File: config.mk
export PLATFORM = sky130hd
export DESIGN_NAME = uart_phy
export DESIGN_NICKNAME = d
export VERILOG_FILES = /design/src/rtl/uart_phy.sv
export SDC_FILE = /design/constraint.sdc
export NUM_CORES = 1
export LEC_CHECK = 0
export CAP_MARGIN = 25
export CORE_UTILIZATION = 40
export CTS_BUF_LIST = sky130_fd_sc_hd__clkbuf_8
export DETAILED_ROUTE_END_ITERATION = 8
export GPL_ROUTABILITY_DRIVEN = 0
export PLACE_DENSITY_LB_ADDON = 0.05
export SLEW_MARGIN = 0
export SYNTH_ARGS = -nofsm -noshare
export SYNTH_HDL_FRONTEND = slang
export SYNTH_SLANG_ARGS = --single-unit
File: constraint.sdc
create_clock -name i_clk -period 4 [get_ports i_clk]
set_clock_uncertainty 0.15 [all_clocks]
set_input_delay 0.8 -clock i_clk [delete_from_list [all_inputs] [get_ports i_clk]]
set_output_delay 0.8 -clock i_clk [all_outputs]
set_load 0.05 [all_outputs]
File: src/rtl/uart_phy.sv
// 8N1 serial PHY: TX serializer and RX deserializer with a 2-flop input synchronizer.
// Optional define UART_RX_MAJORITY_EN: 2-of-3 majority RX sampling around mid-bit.
//
// state    | meaning
// TX_IDLE  | line high, waiting for an accepted strobe
// TX_START | driving the start bit (0)
// TX_DATA  | shifting out data bits, LSB first
// TX_STOP  | driving the stop bit (1); busy drops at the end
// RX_IDLE  | waiting for the synchronized line to fall
// RX_START | counting to mid start bit; a high sample is a glitch
// RX_DATA  | sampling 8 data bits, one per bit period
// RX_STOP  | sampling the stop bit; good frame or framing error
// RX_BREAK | line stuck low after a framing error; wait for idle
module uart_phy #(
   parameter int I_CLOCK_FREQ = 50_000_000,
   parameter int BAUD_RATE    = 115200
) (
   input  logic       i_clk,
   input  logic       i_reset,
   input  logic       i_uart_rx,
   output logic       o_uart_tx,
   output logic [7:0] o_rx_data,
   output logic       o_rx_stb,
   output logic       o_rx_frame_err,
   input  logic [7:0] i_tx_data,
   input  logic       i_tx_stb,
   output logic       o_tx_busy
);

   localparam int CLKS_PER_BIT = I_CLOCK_FREQ / BAUD_RATE;
   localparam int CW           = $clog2(CLKS_PER_BIT + 1);
   localparam logic [CW-1:0] BIT_LOAD = CW'(CLKS_PER_BIT - 1);
`ifdef UART_RX_MAJORITY_EN
   // terminal count lands one cycle past mid so all three samples are in hand
   localparam logic [CW-1:0] MID_LOAD = CW'(CLKS_PER_BIT / 2 + 1);
`else
   localparam logic [CW-1:0] MID_LOAD = CW'(CLKS_PER_BIT / 2);
`endif

   typedef enum logic [1:0] {TX_IDLE, TX_START, TX_DATA, TX_STOP} tx_state_t;
   typedef enum logic [2:0] {RX_IDLE, RX_START, RX_DATA, RX_STOP, RX_BREAK} rx_state_t;

   tx_state_t     tx_state, tx_state_nx;
   logic [CW-1:0] tx_cnt, tx_cnt_nx;
   logic [7:0]    tx_shift, tx_shift_nx;
   logic [3:0]    tx_idx, tx_idx_nx;
   logic          tx_line, tx_line_nx;
   logic          tx_busy, tx_busy_nx;

   always_ff @(posedge i_clk) begin
      if (i_reset) begin
         tx_state <= TX_IDLE;
         tx_cnt   <= '0;
         tx_shift <= '0;
         tx_idx   <= '0;
         tx_line  <= 1'b1;
         tx_busy  <= 1'b0;
      end else begin
         tx_state <= tx_state_nx;
         tx_cnt   <= tx_cnt_nx;
         tx_shift <= tx_shift_nx;
         tx_idx   <= tx_idx_nx;
         tx_line  <= tx_line_nx;
         tx_busy  <= tx_busy_nx;
      end
   end

   always_comb begin
      tx_state_nx = tx_state;
      tx_cnt_nx   = (tx_cnt != '0) ? tx_cnt - 1'b1 : tx_cnt;
      tx_shift_nx = tx_shift;
      tx_idx_nx   = tx_idx;
      tx_line_nx  = tx_line;
      tx_busy_nx  = tx_busy;
      case (tx_state)
         TX_IDLE: begin
            if (i_tx_stb && !tx_busy) begin
               tx_shift_nx = i_tx_data;
               tx_busy_nx  = 1'b1;
               tx_line_nx  = 1'b0;
               tx_cnt_nx   = BIT_LOAD;
               tx_state_nx = TX_START;
            end
         end
         TX_START: begin
            if (tx_cnt == '0) begin
               tx_line_nx  = tx_shift[0];
               tx_cnt_nx   = BIT_LOAD;
               tx_idx_nx   = '0;
               tx_state_nx = TX_DATA;
            end
         end
         TX_DATA: begin
            if (tx_cnt == '0) begin
               tx_cnt_nx = BIT_LOAD;
               if (tx_idx == 4'd7) begin
                  tx_line_nx  = 1'b1;
                  tx_state_nx = TX_STOP;
               end else begin
                  tx_shift_nx = {1'b0, tx_shift[7:1]};
                  tx_line_nx  = tx_shift[1];
                  tx_idx_nx   = tx_idx + 4'd1;
               end
            end
         end
         TX_STOP: begin
            if (tx_cnt == '0) begin
               tx_busy_nx  = 1'b0;
               tx_state_nx = TX_IDLE;
            end
         end
         default: tx_state_nx = TX_IDLE;
      endcase
   end

   assign o_uart_tx = tx_line;
   assign o_tx_busy = tx_busy;

   logic [1:0] rx_sync;
   logic       rx_s;
   logic       rx_sample;

   always_ff @(posedge i_clk) begin
      if (i_reset) rx_sync <= 2'b11;
      else         rx_sync <= {rx_sync[0], i_uart_rx};
   end
   assign rx_s = rx_sync[1];

`ifdef UART_RX_MAJORITY_EN
   logic [1:0] rx_hist;
   always_ff @(posedge i_clk) begin
      if (i_reset) rx_hist <= 2'b11;
      else         rx_hist <= {rx_hist[0], rx_s};
   end
   assign rx_sample = (rx_hist[1] & rx_hist[0]) | (rx_hist[1] & rx_s) | (rx_hist[0] & rx_s);
`else
   assign rx_sample = rx_s;
`endif

   rx_state_t     rx_state, rx_state_nx;
   logic [CW-1:0] rx_cnt, rx_cnt_nx;
   logic [7:0]    rx_shift, rx_shift_nx;
   logic [3:0]    rx_idx, rx_idx_nx;
   logic [7:0]    rx_data, rx_data_nx;
   logic          rx_stb, rx_stb_nx;
   logic          rx_err, rx_err_nx;

   always_ff @(posedge i_clk) begin
      if (i_reset) begin
         rx_state <= RX_IDLE;
         rx_cnt   <= '0;
         rx_shift <= '0;
         rx_idx   <= '0;
         rx_data  <= '0;
         rx_stb   <= 1'b0;
         rx_err   <= 1'b0;
      end else begin
         rx_state <= rx_state_nx;
         rx_cnt   <= rx_cnt_nx;
         rx_shift <= rx_shift_nx;
         rx_idx   <= rx_idx_nx;
         rx_data  <= rx_data_nx;
         rx_stb   <= rx_stb_nx;
         rx_err   <= rx_err_nx;
      end
   end

   always_comb begin
      rx_state_nx = rx_state;
      rx_cnt_nx   = (rx_cnt != '0) ? rx_cnt - 1'b1 : rx_cnt;
      rx_shift_nx = rx_shift;
      rx_idx_nx   = rx_idx;
      rx_data_nx  = rx_data;
      rx_stb_nx   = 1'b0;
      rx_err_nx   = 1'b0;
      case (rx_state)
         RX_IDLE: begin
            if (!rx_s) begin
               rx_cnt_nx   = MID_LOAD;
               rx_state_nx = RX_START;
            end
         end
         RX_START: begin
            if (rx_cnt == '0) begin
               if (rx_sample) begin
                  rx_state_nx = RX_IDLE;
               end else begin
                  rx_cnt_nx   = BIT_LOAD;
                  rx_idx_nx   = '0;
                  rx_state_nx = RX_DATA;
               end
            end
         end
         RX_DATA: begin
            if (rx_cnt == '0) begin
               rx_shift_nx = {rx_sample, rx_shift[7:1]};
               rx_cnt_nx   = BIT_LOAD;
               if (rx_idx == 4'd7) rx_state_nx = RX_STOP;
               else                rx_idx_nx   = rx_idx + 4'd1;
            end
         end
         RX_STOP: begin
            if (rx_cnt == '0) begin
               if (rx_sample) begin
                  rx_data_nx  = rx_shift;
                  rx_stb_nx   = 1'b1;
                  rx_state_nx = RX_IDLE;
               end else begin
                  rx_err_nx   = 1'b1;
                  rx_state_nx = RX_BREAK;
               end
            end
         end
         RX_BREAK: begin
            if (rx_s) rx_state_nx = RX_IDLE;
         end
         default: rx_state_nx = RX_IDLE;
      endcase
   end

   assign o_rx_data      = rx_data;
   assign o_rx_stb       = rx_stb;
   assign o_rx_frame_err = rx_err;

endmodule

==> results by group <==
Power and ir drop
  – Flop pwr share: 33.1%
  – Static leakage: 0.001441 uW
  – Clock group share of total power: 22.9%
  – Sw Pwr: 1102 uW
  – Internal power: 1605 uW
  – Power Density: 742.8 mW/mm^2
  – Sw Share: 40.72%
  – Comb power frac: 43.9%
  – Worst vdd ir: 289.6 uV

Placed design
  – Placed instance area: 0.003422 mm^2
  – Port Buf Inserts: 23
  – Post-detail-place hpwl: 4.283 mm

Run
  – Max-Cap Viols: 0

Timing
  – Final setup viols: 0
  – RSZ-0062 raised after global routing: false
  – Fmax: 328.7 MHz
  – Final Max Tran Viols: 0
  – Final Hold Viols: 0
  – Worst-margin pin slew: 0.8836 ns
  – Worst rel slew slack: 40.27%
  – Setup TNS: 0 ns
  – Tcrit/Tclk final: 76.06%
  – Post-route minimum period: 3.042 ns

Routing
  – Post-route ant nets: 0
  – First-pass DRT Iterations: 5
  – Via count: 2,555
  – DRT iter0 DRCs: 78
  – Via-to-Cell Ratio: 5.436
  – # DRC: 0
  – Routed wire length: 6.410 mm
  – WL/cell: 13.64 um

Synth
  – Cell with the most instances after synthesis: dfxtp_1
  – Post-Syn Nets: 371
  – Mapped Cells: 347
  – Cell variety after synth: 59
  – Number of synthesized flops with an enable pin: 0
  – Top cells by area, synth: dfxtp_1 39%, mux2i_1 8.6%, ha_1 4.8%
  – Syn Area/Cell: 9.097 um^2
  – Async set-reset flop share out of synthesis: 0%
  – Largest area contributor in the netlist: dfxtp_1
  – Sequential area share after synthesis: 38.68%
  – Ys Warns: 0
  – Post-synth top cells: 61 x dfxtp_1, 31 x nor2_1, 28 x a21oi_1
  – Yosys reg bits: 61
  – Top cell type's share of synthesized area: 38.68%
  – Mapped Area: 0.003157 mm^2
  – Synth Flop Type: dfxtp_1

Clock tree
  – TritonCTS Buffers: 9
  – Setup Fix Bufs, Post-CTS: 0
  – Clock Latency Late Sink: 0.34 ns
  – CTS max path bufs: 2
  – CTS tree: done
  – CTS Hold Bufs: 0
  – Clock transition at path regs: 0.07 ns
  – CTS resizes: 0
  – Clock Sinks: 61
  – Clk root buf: clkbuf_8
  – H-Tree Depth: 3

Min path
  – Worst hold path type: flip-flop to flip-flop
  – WHS Endpoint: rx_sync[1]$_SDFF_PP1_
  – Hold path depth: 1
  – Hold path startpoint: rx_sync[0]$_SDFF_PP1_

Global routing
  – Largest net degree at the start of global routing: 36
  – Tot GR Track Use: 16.67%
  – Antenna violations before repair: 0
  – First-pass GRT wire length: 11.12 mm
  – GRT overflow: 0
  – Number of global-route vias before repair: 2,389

Setup path
  – WP data arrival: 3.17 ns
  – Critical Path Fanout Max: 7
  – Cell family with most CP delay: simple AND/OR/NAND/NOR gates
  – Worst Setup Start Kind: flip-flop
  – Critical Path Slowest Stage Cell: or4b_2
  – Reg-to-Reg End: rx_cnt[0]$_SDFF_PP0_
  – Buf/Inv on CP: 2
  – Crit end category: flip-flop
  – Max incr delay on CP: 0.66 ns
  – Required time worst endpoint: 4.13 ns
  – Worst r2r src: rx_cnt[0]$_SDFF_PP0_
  – R2r setup slk: 0.96 ns
  – Crit path cell chain: inv_1 -> ha_1 -> or4b_2 -> nor2_1 -> inv_1 -> ha_1 -> o211ai_1 -> a2111o_1 -> a21oi_1
  – WS Path Type: flip-flop to flip-flop
  – Reg2Reg Depth: 9

Outcome
  – Status: finished clean

Cells and area
  – Nets: 387
  – Design Area, Final: 0.003645 mm^2
  – Inserted Diodes: 0
  – Share of post-route cells with drive strength above 1: 10.05%
  – Layout area overhead: 15.46%

Die
  – # rows: 32
  – Ports: 24
  – Die Wd: 90.84 um
  – Die Ht: 90.84 um
  – Die area: 0.008251 mm^2
  – Core area: 0.007687 mm^2
  – Starting Density: 41.06%
[cells in the final DEF (no fill, tap or decap), types with 5 or more instances in the layout]
master / instances
a21oi_1: 28
a311oi_1: 7
clkbuf_8: 9
clkdlybuf4s50_1: 22
dfxtp_1: 61
ha_1: 12
inv_1: 16
mux2i_1: 27
nand2_1: 10
nand2b_1: 8
nand3_1: 5
nor2_1: 31
nor2b_1: 6
nor3_1: 8
o21a_1: 6
o21ai_0: 13
o22ai_1: 5
or2_2: 7
or3_1: 5
or4_1: 6
[worst max-delay path by stage]
stage                         start                    to  slack, ns  cells after the start
6_report       rx_cnt[0]$_SDFF_PP0_  rx_cnt[0]$_SDFF_PP0_       0.96                      9
5_1_grt        rx_cnt[0]$_SDFF_PP0_  rx_cnt[0]$_SDFF_PP0_       0.77                      9
4_1_cts        rx_cnt[0]$_SDFF_PP0_  rx_cnt[0]$_SDFF_PP0_       0.99                      9
3_5_place_dp   rx_cnt[0]$_SDFF_PP0_  rx_cnt[0]$_SDFF_PP0_        1.0                      9
3_3_place_gp   rx_cnt[0]$_SDFF_PP0_  rx_cnt[0]$_SDFF_PP0_       1.08                      9
2_1_floorplan  rx_cnt[0]$_SDFF_PP0_  rx_cnt[0]$_SDFF_PP0_       1.31                      9
[power by group through the flow]
| stage | logic, uW | clock network, uW | registers, uW |
|---|---|---|---|
| finish | 1190 | 621 | 897 |
| detailed placement | 1190 | 0 | 908 |
| floorplan | 998 | 0 | 899 |
| global route | 1350 | 668 | 922 |
| CTS | 1190 | 640 | 896 |
| global placement | 1180 | 0 | 907 |
[kinds of logic (layout without fill, tap and decap cells)]
logic type	Yosys count	count (layout)	synth area share [%]
XOR/XNOR	5	5	1.387
AO/OA/AOI/OAI	99	99	22.39
buffers and inverters	35	56	4.915
multiplexers	27	27	8.561
adder cells (fa/ha/maj)	12	12	4.756
AND/OR/NAND/NOR	108	108	19.30
flip-flops	61	61	38.68
[flip-flops by register name, summed over array words and instances (netlist names), 3 cells and up]
name and cells:
rx_shift 8, rx_cnt 9, rx_state 3, tx_shift 8, o_rx_data 8, rx_idx 4
tx_idx 4, tx_cnt 9
[routing by layer]
layer	wire length, um	track usage [%]	vias to the layer above
met5	0	0	-
met4	108	7.937	0
met3	229	3.704	12
met2	2677	23.99	53
met1	3395	23.44	1165
li1	-	-	1325
[through the flow]
step                      hold WS (ns)  utilization, %  cells  total power, uW  setup slack [ns]
after global placement          0.2482           44.52    454             2088             1.076
after detailed placement        0.2476           44.52    454             2094            0.9956
after global routing            0.2930           47.41    470             2939            0.7745
final                           0.2619           47.41    470             2707            0.9577
after floorplan                 0.2395               -    347             1897             1.305
after CTS                       0.2653           47.41    470             2726            0.9898
[cell type report]
cell class	count	area [um^2]
Clock buffer	9	123.9
Clock inverter	7	98.84
Fill cell	770	4043
Inverter	16	60.06
Multi-Input combinational cell	251	1780
Sequential cell	61	1221
Tap cell	102	127.6
Timing Repair Buffer	24	232.7
No activity file was read; power rests on OpenSTA's default activity.
